`src/rtl/hazard_pkg.sv`:
```
// Shared MIPS opcode/function encodings, scoreboard slot layout and forwarding
// select codes for the ID-stage hazard unit.
package hazard_pkg;

  localparam logic [5:0] OP_RTYPE = 6'd0;
  localparam logic [5:0] OP_J     = 6'd2;
  localparam logic [5:0] OP_JAL   = 6'd3;
  localparam logic [5:0] OP_BEQ   = 6'd4;
  localparam logic [5:0] OP_BNE   = 6'd5;
  localparam logic [5:0] OP_ADDI  = 6'd8;
  localparam logic [5:0] OP_ADDIU = 6'd9;
  localparam logic [5:0] OP_SLTI  = 6'd10;
  localparam logic [5:0] OP_ANDI  = 6'd12;
  localparam logic [5:0] OP_ORI   = 6'd13;
  localparam logic [5:0] OP_LW    = 6'd35;
  localparam logic [5:0] OP_SW    = 6'd43;

  localparam logic [5:0] FN_SLL     = 6'd0;
  localparam logic [5:0] FN_SRL     = 6'd2;
  localparam logic [5:0] FN_SRA     = 6'd3;
  localparam logic [5:0] FN_SLLV    = 6'd4;
  localparam logic [5:0] FN_SRLV    = 6'd6;
  localparam logic [5:0] FN_SRAV    = 6'd7;
  localparam logic [5:0] FN_JR      = 6'd8;
  localparam logic [5:0] FN_SYSCALL = 6'd12;
  localparam logic [5:0] FN_MULT    = 6'd24;
  localparam logic [5:0] FN_MULTU   = 6'd25;
  localparam logic [5:0] FN_DIV     = 6'd26;
  localparam logic [5:0] FN_DIVU    = 6'd27;
  localparam logic [5:0] FN_ADD     = 6'd32;
  localparam logic [5:0] FN_ADDU    = 6'd33;
  localparam logic [5:0] FN_SUB     = 6'd34;
  localparam logic [5:0] FN_AND     = 6'd36;
  localparam logic [5:0] FN_OR      = 6'd37;
  localparam logic [5:0] FN_NOR     = 6'd39;
  localparam logic [5:0] FN_SLT     = 6'd42;
  localparam logic [5:0] FN_SLTU    = 6'd43;

  // Slot register field is sized for the widest supported register file;
  // narrower addresses are zero-extended on entry and on compare.
  localparam int unsigned SB_RW = 8;
  localparam int unsigned MC_CW = 4;

  typedef enum logic [1:0] {
    FWD_RF  = 2'd0,
    FWD_EX  = 2'd1,
    FWD_MEM = 2'd2,
    FWD_WB  = 2'd3
  } fwd_sel_e;

  typedef struct packed {
    logic             valid;
    logic [SB_RW-1:0] rd;
    logic             is_load;
  } slot_t;

  function automatic fwd_sel_e slot_fwd(input int unsigned idx, input int unsigned stages);
    if (idx == 0) return FWD_EX;
    if (idx == stages - 1) return FWD_WB;
    return FWD_MEM;
  endfunction

endpackage

```
`src/rtl/reg_usage_decode.sv`:
```
// Combinational decode of which GPR source fields (rs/rt) an instruction reads.
module reg_usage_decode
  import hazard_pkg::*;
#(
  parameter bit EXT_DECODE = 1'b1
) (
  input  logic [5:0] op_i,
  input  logic [5:0] func_i,
  output logic       r1_used_o,
  output logic       r2_used_o
);

  always_comb begin
    r1_used_o = 1'b0;
    r2_used_o = 1'b0;
    if (op_i == OP_RTYPE) begin
      case (func_i)
        FN_JR: r1_used_o = 1'b1;
        FN_SLL, FN_SRL, FN_SRA: r2_used_o = 1'b1;
        FN_SYSCALL, FN_ADD, FN_ADDU, FN_SUB, FN_AND, FN_OR, FN_NOR, FN_SLT, FN_SLTU: begin
          r1_used_o = 1'b1;
          r2_used_o = 1'b1;
        end
        FN_SLLV, FN_SRLV, FN_SRAV, FN_MULT, FN_MULTU, FN_DIV, FN_DIVU: begin
          r1_used_o = EXT_DECODE;
          r2_used_o = EXT_DECODE;
        end
        default: ;
      endcase
    end else begin
      case (op_i)
        OP_BEQ, OP_BNE, OP_SW: begin
          r1_used_o = 1'b1;
          r2_used_o = 1'b1;
        end
        OP_ADDI, OP_ADDIU, OP_SLTI, OP_ANDI, OP_ORI, OP_LW: r1_used_o = 1'b1;
        default: ;
      endcase
    end
  end

endmodule

```
`src/rtl/hazard_scoreboard.sv`:
```
// Stateful hazard unit beside ID: tracks in-flight destinations through EX..WB
// and one multi-cycle unit, producing stall and per-operand forwarding selects.
module hazard_scoreboard
  import hazard_pkg::*;
#(
  parameter int unsigned STAGES     = 3,
  parameter int unsigned REG_AW     = 5,
  parameter int unsigned MC_LAT     = 4,
  parameter bit          EXT_DECODE = 1'b1
) (
  input  logic              clk,
  input  logic              rst,
  input  logic              id_valid,
  input  logic [5:0]        id_op,
  input  logic [5:0]        id_func,
  input  logic [REG_AW-1:0] id_rs,
  input  logic [REG_AW-1:0] id_rt,
  input  logic              id_wr_en,
  input  logic [REG_AW-1:0] id_wr_reg,
  input  logic              id_is_load,
  input  logic              id_is_mc,
  input  logic              flush,
  output logic              r1_used,
  output logic              r2_used,
  output logic              stall,
  output logic [1:0]        fwd_a_sel,
  output logic [1:0]        fwd_b_sel,
  output logic              mc_busy
);

  localparam int unsigned WB = STAGES - 1;

  slot_t             slots_q [STAGES];
  slot_t             slots_d [STAGES];
  slot_t             mc_entry;
  logic [MC_CW-1:0]  mc_cnt_q, mc_cnt_d;
  logic [REG_AW-1:0] mc_reg_q, mc_reg_d;
  logic              mc_trk_q, mc_trk_d;
  logic              mc_pend_q, mc_pend_d;

  logic     dec_r1, dec_r2;
  logic     use_a, use_b;
  logic     lu_a, lu_b;
  logic     mc_hit, mc_busy_w, stall_w;
  logic     ex_load, issue_mc;
  fwd_sel_e fwd_a, fwd_b;

  reg_usage_decode #(
    .EXT_DECODE(EXT_DECODE)
  ) u_decode (
    .op_i      (id_op),
    .func_i    (id_func),
    .r1_used_o (dec_r1),
    .r2_used_o (dec_r2)
  );

  always_comb begin
    use_a = id_valid & dec_r1 & (id_rs != '0);
    use_b = id_valid & dec_r2 & (id_rt != '0);
    fwd_a = FWD_RF;
    fwd_b = FWD_RF;
    lu_a  = 1'b0;
    lu_b  = 1'b0;
    // Walk oldest to youngest so the youngest matching slot is the one that sticks.
    for (int unsigned i = 0; i < STAGES; i++) begin
      if (use_a && slots_q[WB-i].valid && slots_q[WB-i].rd == SB_RW'(id_rs)) begin
        fwd_a = slot_fwd(WB - i, STAGES);
        lu_a  = (WB - i == 0) && slots_q[WB-i].is_load;
      end
      if (use_b && slots_q[WB-i].valid && slots_q[WB-i].rd == SB_RW'(id_rt)) begin
        fwd_b = slot_fwd(WB - i, STAGES);
        lu_b  = (WB - i == 0) && slots_q[WB-i].is_load;
      end
    end
    if (lu_a) fwd_a = FWD_RF;
    if (lu_b) fwd_b = FWD_RF;

    mc_busy_w = (mc_cnt_q != '0) | mc_pend_q;
    mc_hit    = mc_busy_w & mc_trk_q &
                ((use_a & (id_rs == mc_reg_q)) | (use_b & (id_rt == mc_reg_q)));
    stall_w   = id_valid & ~flush & (lu_a | lu_b | mc_hit | (id_is_mc & mc_busy_w));
  end

  always_comb begin
    ex_load  = id_valid & id_wr_en & (id_wr_reg != '0) & ~stall_w & ~flush & ~id_is_mc;
    issue_mc = id_valid & id_is_mc & ~stall_w & ~flush;

    slots_d[0].valid   = ex_load;
    slots_d[0].rd      = ex_load ? SB_RW'(id_wr_reg) : '0;
    slots_d[0].is_load = ex_load & id_is_load;
    for (int unsigned i = 1; i < STAGES; i++) begin
      slots_d[i] = slots_q[i-1];
    end

    mc_entry.valid   = 1'b1;
    mc_entry.rd      = SB_RW'(mc_reg_q);
    mc_entry.is_load = 1'b0;

    // A completing result only claims WB over a bubble; otherwise it waits a cycle.
    mc_pend_d = 1'b0;
    if (mc_pend_q) begin
      slots_d[WB] = mc_entry;
    end else if (mc_trk_q && mc_cnt_q == MC_CW'(1)) begin
      if (slots_q[WB-1].valid) begin
        mc_pend_d = 1'b1;
      end else begin
        slots_d[WB] = mc_entry;
      end
    end

    mc_cnt_d = mc_cnt_q;
    mc_reg_d = mc_reg_q;
    mc_trk_d = mc_trk_q;
    if (issue_mc) begin
      mc_cnt_d = MC_CW'(MC_LAT);
      mc_reg_d = id_wr_reg;
      mc_trk_d = id_wr_en & (id_wr_reg != '0);
    end else if (mc_cnt_q != '0) begin
      mc_cnt_d = mc_cnt_q - MC_CW'(1);
    end
  end

  always_ff @(posedge clk or posedge rst) begin
    if (rst) begin
      for (int unsigned i = 0; i < STAGES; i++) begin
        slots_q[i] <= '0;
      end
      mc_cnt_q  <= '0;
      mc_reg_q  <= '0;
      mc_trk_q  <= 1'b0;
      mc_pend_q <= 1'b0;
    end else begin
      slots_q   <= slots_d;
      mc_cnt_q  <= mc_cnt_d;
      mc_reg_q  <= mc_reg_d;
      mc_trk_q  <= mc_trk_d;
      mc_pend_q <= mc_pend_d;
    end
  end

  assign r1_used   = ~rst & id_valid & dec_r1;
  assign r2_used   = ~rst & id_valid & dec_r2;
  assign stall     = stall_w;
  assign fwd_a_sel = fwd_a;
  assign fwd_b_sel = fwd_b;
  assign mc_busy   = mc_busy_w;

endmodule

```
`config.mk`:
```
export PLATFORM = sky130hd
export DESIGN_NAME = hazard_scoreboard
export DESIGN_NICKNAME = d
export VERILOG_FILES = /design/src/rtl/hazard_pkg.sv /design/src/rtl/reg_usage_decode.sv /design/src/rtl/hazard_scoreboard.sv
export SDC_FILE = /design/constraint.sdc
export NUM_CORES = 1
export LEC_CHECK = 0
export ABC_AREA = 1
export BUFFER_PORTS_ARGS = -buffer_cell sky130_fd_sc_hd__buf_2
export CORE_MARGIN = 10
export CORE_UTILIZATION = 40
export DETAILED_ROUTE_END_ITERATION = 8
export SETUP_SLACK_MARGIN = 0.05
export SYNTH_ARGS = -nofsm -noshare
export SYNTH_HDL_FRONTEND = slang
export SYNTH_SLANG_ARGS = --single-unit
```
`constraint.sdc`:
```
create_clock -name clk -period 3.3 [get_ports clk]
set_clock_uncertainty 0.05 [all_clocks]
set_input_delay 0.825 -clock clk [delete_from_list [all_inputs] [get_ports clk]]
set_output_delay 0.825 -clock clk [all_outputs]
set_load 0.1 [all_outputs]
```
; Word level (Yosys, flattened, before mapping)
; Cells that the tools add are included.
; W data, S select, Z words.
[totals]
mem_count = 0
register_bits = 34
wordCells = 140
ram_bits = 0
romBits = 0
out_inout_bits = 8
latchBits = 0
[op_classes]
muxes = 33
addsub = 1
div_mod_pow = 0
reduce_logical = 24
n_shift = 0
n_lt_le_gt_ge = 0
bitwise = 33
multipliers = 0
eq_ne = 37
[op_table]
columns = op, count
row1 = $eq A6 B6 Y1 const B, 10
row2 = $eq A6 B4 Y1 const B, 7
row3 = $eq A5 B5 Y1, 6
row4 = $eq A6 B3 Y1 const B, 5
row5 = $and A1 B1 Y1, 24
row6 = $eq A6 B5 Y1 const B, 4
row7 = $mux W10, 2
row8 = $mux W2, 10
row9 = $reduce_or A19 Y1, 1
row10 = $mux W1, 17
row11 = $reduce_or A17 Y1, 1
row12 = $eq A8 B5 Y1, 2
row13 = $reduce_bool A5 Y1, 3
row14 = $logic_and A1 B1 Y1, 13
row15 = $eq A6 B2 Y1 const B, 2
row16 = $logic_not A6 Y1, 2
row17 = $reduce_or A9 Y1, 1
row18 = $mux W4, 2
row19 = $mux W6, 1
row20 = $mux W5, 1
row21 = $or A1 B1 Y1, 5
row22 = $eq A4 B1 Y1 const B, 1
row23 = $not A1 Y1, 4
row24 = $reduce_bool A4 Y1, 1
row25 = other kinds (3), 3

; Logic depth before layout (Yosys ltp)
; Gate-level depths: netlist (run 1).
[depth]
ltp_word = 18
depth_mapped = 13
ltp_nobuf = 13

; Modules after synthesis
; Synthesis (run 1) repeated with hierarchy kept, for this count alone.
[hier_totals]
cells_unflattened = 327
area_unflattened_um2 = 2282.2
[by_module_without_submodules]
columns = module, instances, cells_per_inst, seq_area_each_um2, area_per_inst_um2
row1 = hazard_scoreboard, 1, 262, 750.7, 2001.9
row2 = reg_usage_decode, 1, 65, 0.0, 280.3

; Least setup slack after synthesis (run 1)
; OpenSTA, ideal clock, no wires.
[synth_timing]
kind = input-to-output
from = in id_func[1]
to = out fwd_a_sel[0]
slack_ps = -1416
path_buffers = 0
arrival_ps = 3841
stages = 9
cell_sequence = o21ai_0 nand3_4 nand2_2 nor2_2 nor2_4 nand2_1 nor2_1 nand2_1 a21boi_0
[synth_via]
elab_chain_cells = 12
[synth_rtl]
columns = element, line_no
row1 = from (decl), hazard_scoreboard.sv:15  ; input logic [5:0] id_func,
row2 = $eq A6 B4 Y1 (tied with other cells), reg_usage_decode.sv:17  ; case (func_i)
row3 = $reduce_or A17 Y1 (no line) *, n/a
row4 = $mux W1 *, reg_usage_decode.sv:17
row5 = $mux W1 *, reg_usage_decode.sv:16  ; if (op_i == OP_RTYPE) begin
row6 = $and A1 B1 Y1 * (2 in series), hazard_scoreboard.sv:58  ; use_a = id_valid & dec_r1 & (id_rs != '0);
row7 = $logic_and A1 B1 Y1 (2 in series), hazard_scoreboard.sv:66  ; if (use_a && slots_q[WB-i].valid && slots_q[WB-i].rd == SB_RW'(id_rs)) begin
row8 = $mux W2 (3 in series), hazard_scoreboard.sv:66
row9 = $mux W2 *, hazard_scoreboard.sv:75  ; if (lu_a) fwd_a = FWD_RF;
row10 = to (decl), hazard_scoreboard.sv:26  ; output logic [1:0] fwd_a_sel,
; Mark *: on every way between the ends. The rest lies on a longest branch, timed or not.

; Worst setup path after layout (run 1)
[layout_timing]
from = in id_func[5]
to = out fwd_b_sel[0]
[layout_via]
elab_chain_cells = 12
[layout_rtl]
columns = element, line_no
row1 = $eq A6 B2 Y1 (tied with other cells), reg_usage_decode.sv:17
row2 = $reduce_or A19 Y1 (no line) *, n/a
row3 = $mux W1 *, reg_usage_decode.sv:17
row4 = $mux W1 *, reg_usage_decode.sv:16
row5 = $and A1 B1 Y1 * (2 in series), hazard_scoreboard.sv:59  ; use_b = id_valid & dec_r2 & (id_rt != '0);
row6 = $logic_and A1 B1 Y1 (2 in series), hazard_scoreboard.sv:70  ; if (use_b && slots_q[WB-i].valid && slots_q[WB-i].rd == SB_RW'(id_rt)) begin
row7 = $mux W2 (3 in series), hazard_scoreboard.sv:70
row8 = $mux W2 *, hazard_scoreboard.sv:76  ; if (lu_b) fwd_b = FWD_RF;
row9 = to (decl), hazard_scoreboard.sv:27  ; output logic [1:0] fwd_b_sel,
; Marks and branches as above.

==> results of run 1 <==
[state kept, by name, summed over array words and instances (netlist names)]
name	flops
slots_q	12
slots_d	7
mc_reg_q	5
mc_cnt_q	4
mc_pend_q	1
mc_trk_q	1
[worst reg2reg max path, stage by stage, from the launching register on]
cell	delay, ns
dfrtp_1	0.42
inv_1	0.10
ha_1	0.14
nand2_1	0.07
inv_1	0.16
nand2_2	0.11
nand2_1	0.14
inv_1	0.07
nor2_2	0.14
nand4_4	0.16
nand2_1	0.12
nand2_1	0.06
[worst max-delay path by stage]
stage	slack, ns	cells after the start	end
6_report	0.16	11	fwd_b_sel[0]
3_3_place_gp	0.1	11	stall
2_1_floorplan	-0.17	11	fwd_a_sel[0]
5_1_grt	0.03	12	fwd_b_sel[0]
4_1_cts	0.12	13	stall
3_5_place_dp	0.12	13	stall
[power by group through the flow]
stage | Sequential [uW] | Combinational (uW) | Clock [uW]
3_5_place_dp | 501 | 425 | 0
6_report | 495 | 433 | 309
2_1_floorplan | 480 | 331 | 0
3_3_place_gp | 502 | 416 | 0
4_1_cts | 495 | 427 | 322
5_1_grt | 505 | 494 | 337
[kinds of logic after synthesis]
logic type,Yosys count
AND/OR/NAND/NOR,170
adder cells (fa/ha/maj),3
AO/OA/AOI/OAI,45
buffers and inverters,56
XOR/XNOR,12
flip-flops,30
[cell type report]
| cell class | count | share of cell area [%] |
|---|---|---|
| Tap cell | 72 | 3.09 |
| Sequential cell | 30 | 25.7 |
| Clock buffer | 6 | 2.83 |
| Inverter | 52 | 7.03 |
| Clock inverter | 2 | 0.429 |
| Multi-Input combinational cell | 230 | 48.6 |
| Timing Repair Buffer | 45 | 12.3 |
[through the flow]
| step | setup TNS [ns] | std cells |
|---|---|---|
| after detailed placement | 0 | 428 |
| after global placement | 0 | 428 |
| after CTS | 0 | 436 |
| after floorplan | -0.174 | 316 |
| final | 0 | 437 |
| after global routing | 0 | 437 |
[cell usage in the layout (no fill, tap or decap), drive strengths merged, types with 3 or more instances in the layout]
cell type   n
o21ai      17
clkbuf      7
ha          3
inv        52
xor2        4
buf        44
xnor2       8
a211oi      3
dfrtp      30
a221oi      4
nand3      19
nor2       50
a21oi       9
nand4      16
o22ai       8
nand2      79
nor3        4
[routing by layer]
layer	routed length, um	share of wire, %	global-route usage [%]
met2	2810	45	22.7
met3	443	7.1	4.20
met5	0	0	0
met4	77	1.2	4.49
met1	2920	47	19.1
[timing repair]
item / in CTS / in global routing
endpoints found under the setup margin: 0 / 3
setup buffers: 0 / 1
endpoints found under the hold margin: 0 / 0
resized for setup: 0 / 30
hold buffers: 0 / 0
==> run summary, run 1 <==
DR vias/cell: 5.08
Synth Area in Adders: 1.68%
Vias: 2218
synth unique cells: 35
synthesis-to-layout area growth: 30.2%
RR Startpoint: mc_cnt_q[0]$_DFFE_PP0P_
Crit-path slowest cell: a31oi_2
Port Buffer Count: 41
synth top area cells: dfrtp_1 34%, nand2_1 13%, inv_1 8.4%
Seq pwr share: 40.0%
Synth Flop Type: dfrtp_1
Leak: 0.00136 uW
Multi-input gate area: 0.00142 mm^2
number of remaining DRC errors: 0
Avg WL per Cell: 14.3 um
Mapped Cells: 316
cell repeated most along the worst path: nand2_2
Pwr per Cell Area: 424 mW/mm^2
GR Overflow Total: 0
Routed Antenna Nets: 0
CTS tree: yes
Post-synth ARST share: 100%
cts bufs inserted: 5
Synth top area share: 33.5%
critical path arrival: 2.27 ns
clock tree buffer depth: 2
Final #Nets: 401
Worst R2R Setup Slack: 1.45 ns
hold path depth: 0
hold path start: slots_d[15]$_DFF_PP0_
Clk Latency, worst-skew pair: 0.28 ns
DIE AREA: 0.00900 mm^2
design area: 0.00292 mm^2
CP top delay family: simple AND/OR/NAND/NOR gates
Core Util, Final: 53.3%
initial antenna violation count: 0
fin worst setup slack: 0.155 ns
Seq/Total Area, Yosys: 33.5%
Crit. End Element: output port
RSZ-0062 raised after global routing: no
Worst slew margin: 61.0%
outcome: complete, no violations
CP Launch Point: id_func[5]
synth warn: 0
Clock Tree Root: clkbuf_8
Die X: 94.9 um
GPL Wtd Cong: 0.877
CP peak stage delay: 0.24 ns
Yosys top cell by area: dfrtp_1
final hold vios: 0
largest family of logic cells by synthesized area: simple AND/OR/NAND/NOR gates
I/O pin count: 42
Worst Path Buf+Inv: 2
min Tclk post-route: 3.14 ns
CP max FO: 4
clk sinks: 30
Hold Path Sink: slots_q[15]$_DFF_PP0_
core area: 0.00547 mm^2
filler cell count in the final layout: 565
post-synthesis compound-gate area fraction: 12.1%
Rows: 27
CP Data Required Time: 2.42 ns
final WL: 6250 um
Worst Max-Slew Pin Slew: 0.583 ns
antenna fix cells: 0
Net Sw Power: 482 uW
most frequent cell after synthesis: nand2_1
Combinational Power Share: 35.0%
number of flops mapped to enable cells by yosys: 0
Slew Limit Fails: 0
Hold Path Class: reg2reg
Sw Share: 39.0%
clock power share: 25.0%
simple-gate share of the synthesized area: 38.4%
mux cell area share after synthesis: 0%
Iteration-0 DRC Markers: 140
Synth Net Count: 353
placed instance area: 0.00273 mm^2
Internal Power: 756 uW
xor/xnor share of the synthesized area: 4.69%
pre-CTS setup slack: 0.119 ns
Crit Path Class: in2out
layout cells sized above 1: 29.0%
Reg area: 751 um^2
drt first pass iters: 5
Avg Cell Area, Syn: 7.09 um^2
pin count of the biggest net entering global routing: 31
CP Cell Sequence: buf_2 -> nor2_4 -> nand2_2 -> nand2_2 -> nand3_4 -> a31oi_2 -> nand2_2 -> nor2_1 -> nand2_1 -> a21oi_4 -> buf_12
Fmax: 318 MHz
Worst Reg-to-Reg Cells: 11
final-report setup violation count: 0
Clk pin slew, worst setup/hold paths: 0.07 ns
max cap viols: 0
#FFs+latches synth: 30
worst hold margin: 0.332 ns
reg-to-reg endpoint: mc_trk_q$_DFFE_PP0P_
Total Routing Usage GR: 14.6%
initial core utilization: 40.9%
top cells by count, synth: 75 x nand2_1, 50 x inv_1, 37 x nor2_1, 30 x dfrtp_1, 16 x nand3_1
hpwl dp: 4990 um
Syn Std Cell Area: 0.00224 mm^2
final period utilization: 95.3%
die height: 94.9 um
global-route wire length before repair: 10500 um
Startpoint Class: input pin
vias in the first global route: 2206
H-tree depth: 2
Tot Pwr: 1240 uW
VDD IR max: 0.426 mV
Power figures use the tool's default switching activity.
==> inputs of run 2 (changes only) <==
--- a/config.mk
+++ b/config.mk
@@ -13,4 +13,5 @@
 export SETUP_SLACK_MARGIN = 0.05
 export SYNTH_ARGS = -nofsm -noshare
 export SYNTH_HDL_FRONTEND = slang
+export SYNTH_HIERARCHICAL = 1
 export SYNTH_SLANG_ARGS = --single-unit
==> run summary, run 2 <==
Clock Tree Root: clkbuf_8
Synth top area share: 32.9%
RSZ-0062 raised after global routing: yes
Synth Area in Adders: 1.64%
clk sinks: 30
Pwr per Cell Area: 394 mW/mm^2
Clk pin slew, worst setup/hold paths: 0.07 ns
filler cell count in the final layout: 508
Worst slew margin: 66.3%
synth unique cells: 32
global-route wire length before repair: 9670 um
Fmax: 305 MHz
Tot Pwr: 1220 uW
number of remaining DRC errors: 0
CTS tree: yes
drt first pass iters: 4
DIE AREA: 0.00913 mm^2
core area: 0.00551 mm^2
#FFs+latches synth: 30
Core Util, Final: 56.2%
Reg area: 751 um^2
GPL Wtd Cong: 0.853
cts bufs inserted: 5
final WL: 5810 um
mux cell area share after synthesis: 1.48%
Seq/Total Area, Yosys: 32.9%
Startpoint Class: input pin
critical path arrival: 2.41 ns
synth warn: 6
xor/xnor share of the synthesized area: 10.4%
Crit. End Element: output port
Total Routing Usage GR: 13.5%
final hold vios: 0
final period utilization: 99.4%
hpwl dp: 4650 um
number of flops mapped to enable cells by yosys: 0
Hold Path Class: reg2reg
max cap viols: 0
Clk Latency, worst-skew pair: 0.28 ns
CP Data Required Time: 2.42 ns
H-tree depth: 2
Avg WL per Cell: 12.6 um
Synth Net Count: 364
Mapped Cells: 327
initial antenna violation count: 0
outcome: complete, no violations
GR Overflow Total: 0
Worst Reg-to-Reg Cells: 12
Post-synth ARST share: 100%
antenna fix cells: 0
Routed Antenna Nets: 0
top cells by count, synth: 82 x nand2_1, 45 x nor2_1, 44 x inv_1, 30 x dfrtp_1, 19 x nand3_1
Rows: 27
VDD IR max: 0.213 mV
synth top area cells: dfrtp_1 33%, nand2_1 13%, nor2_1 7.4%
largest family of logic cells by synthesized area: simple AND/OR/NAND/NOR gates
Multi-input gate area: 0.00141 mm^2
simple-gate share of the synthesized area: 38.7%
Slew Limit Fails: 0
DR vias/cell: 4.69
post-synthesis compound-gate area fraction: 3.45%
worst hold margin: 0.367 ns
Yosys top cell by area: dfrtp_1
synthesis-to-layout area growth: 35.5%
CP max FO: 5
Final #Nets: 426
pin count of the biggest net entering global routing: 31
Reg with most FFs: slots_q
min Tclk post-route: 3.28 ns
Iteration-0 DRC Markers: 119
Syn Std Cell Area: 0.00228 mm^2
vias in the first global route: 2084
Worst Max-Slew Pin Slew: 0.504 ns
layout cells sized above 1: 32.9%
hold path depth: 0
Avg Cell Area, Syn: 6.98 um^2
Synth Flop Type: dfrtp_1
Leak: 0.00162 uW
initial core utilization: 41.4%
Port Buffer Count: 41
Die X: 95.5 um
Crit Path Class: in2out
most common cell after layout, fill and taps aside: nand2_1
die height: 95.5 um
Largest register FFs: 12
I/O pin count: 42
most frequent cell after synthesis: nand2_1
most frequent cells in the layout: 79 x nand2_1, 41 x inv_1, 37 x nor2_1, 30 x dfrtp_1, 26 x buf_2
clock tree buffer depth: 2
Vias: 2161
final-report setup violation count: 0
==> run 2: changes by cell type after synthesis, sizes merged, moves of 6 or more <==
| cell | change |
|---|---|
| o22ai | -8 |
| xor2 | +9 |
| o21ai | -11 |
| xnor2 | +6 |
| nand2 | +9 |
==> run 2: stage by stage <==
stage | setup slack, ns | instance area (um^2) | instances | TNS [ns]
global placement | -0.153 | 2790 | 449 | -0.377
finish | 0.0185 | 3090 | 461 | 0
floorplan | -0.114 | 2340 | 327 | -0.114
global route | -0.155 | 3090 | 461 | -0.594
detailed placement | -0.165 | 2790 | 449 | -0.441
CTS | -0.00894 | 3060 | 461 | -0.00894
==> run 2: routing by layer <==
layer,GRT usage [%],wire length [um],vias to the layer above
li1,-,-,1128
met1,16.8,2650,992
met2,22.2,2830,37
met3,3.69,268,4
met4,3.81,52,0
met5,0,0,-
==> run 2: cell families after synthesis <==
group           after synthesis
compound gates               15
xor+xnor                     27
fa+ha+maj                     3
buf+inv                      63
flops                        30
mux                           3
simple gates                186
==> run 2: repair_timing <==
item | in CTS | in global routing
resized for setup | 43 | 9
pin swaps | 24 | 20
setup buffers | 5 | 2
endpoints found under the setup margin | 5 | 6
hold buffers | 0 | 0
==> run 2: worst max-delay path, cell delays in order <==
cell and delay [ns]:
buf_12 0.11, nor2_4 0.12, nand2_1 0.06, nor2_1 0.12
nor2_1 0.06, nand2_1 0.05, nor2_1 0.04, nor2_1 0.08
nand2_1 0.08, inv_2 0.08, nand2_4 0.06, nor3_4 0.22
buf_6 0.15, nor2_8 0.04, a21oi_4 0.14, buf_12 0.19
==> run 2: report_power, final <==
part,leakage (uW),switching [uW],internal (uW)
Sequential,0.000401,66.5,430
Combinational,0.00117,265,185
Clock,0.0000438,133,141
==> run 2: worst paths after layout <==
path                                    startpoint                       to  slack, ns
max                                     id_func[5]                    stall       0.02
min                          slots_d[12]$_DFF_PP0_    slots_q[12]$_DFF_PP0_       0.37
max reg2reg                mc_cnt_q[0]$_DFFE_PP0P_  mc_reg_q[4]$_DFFE_PP0P_       1.39
min reg2reg                  slots_d[12]$_DFF_PP0_    slots_q[12]$_DFF_PP0_       0.37
max in group asynchronous                      rst  mc_cnt_q[1]$_DFFE_PP0P_       2.30
min in group asynchronous                      rst     slots_q[3]$_DFF_PP0_       0.61
==> run 2: layout make-up <==
type                    count  share of cell area (%)
inverters                  56                    6.96
clock buffers               5                    2.22
well taps                  72                    2.91
repair buffers             62                    17.8
multi-input cells         234                    45.6
clock inverters             2                   0.324
flip-flops and latches     30                    24.3
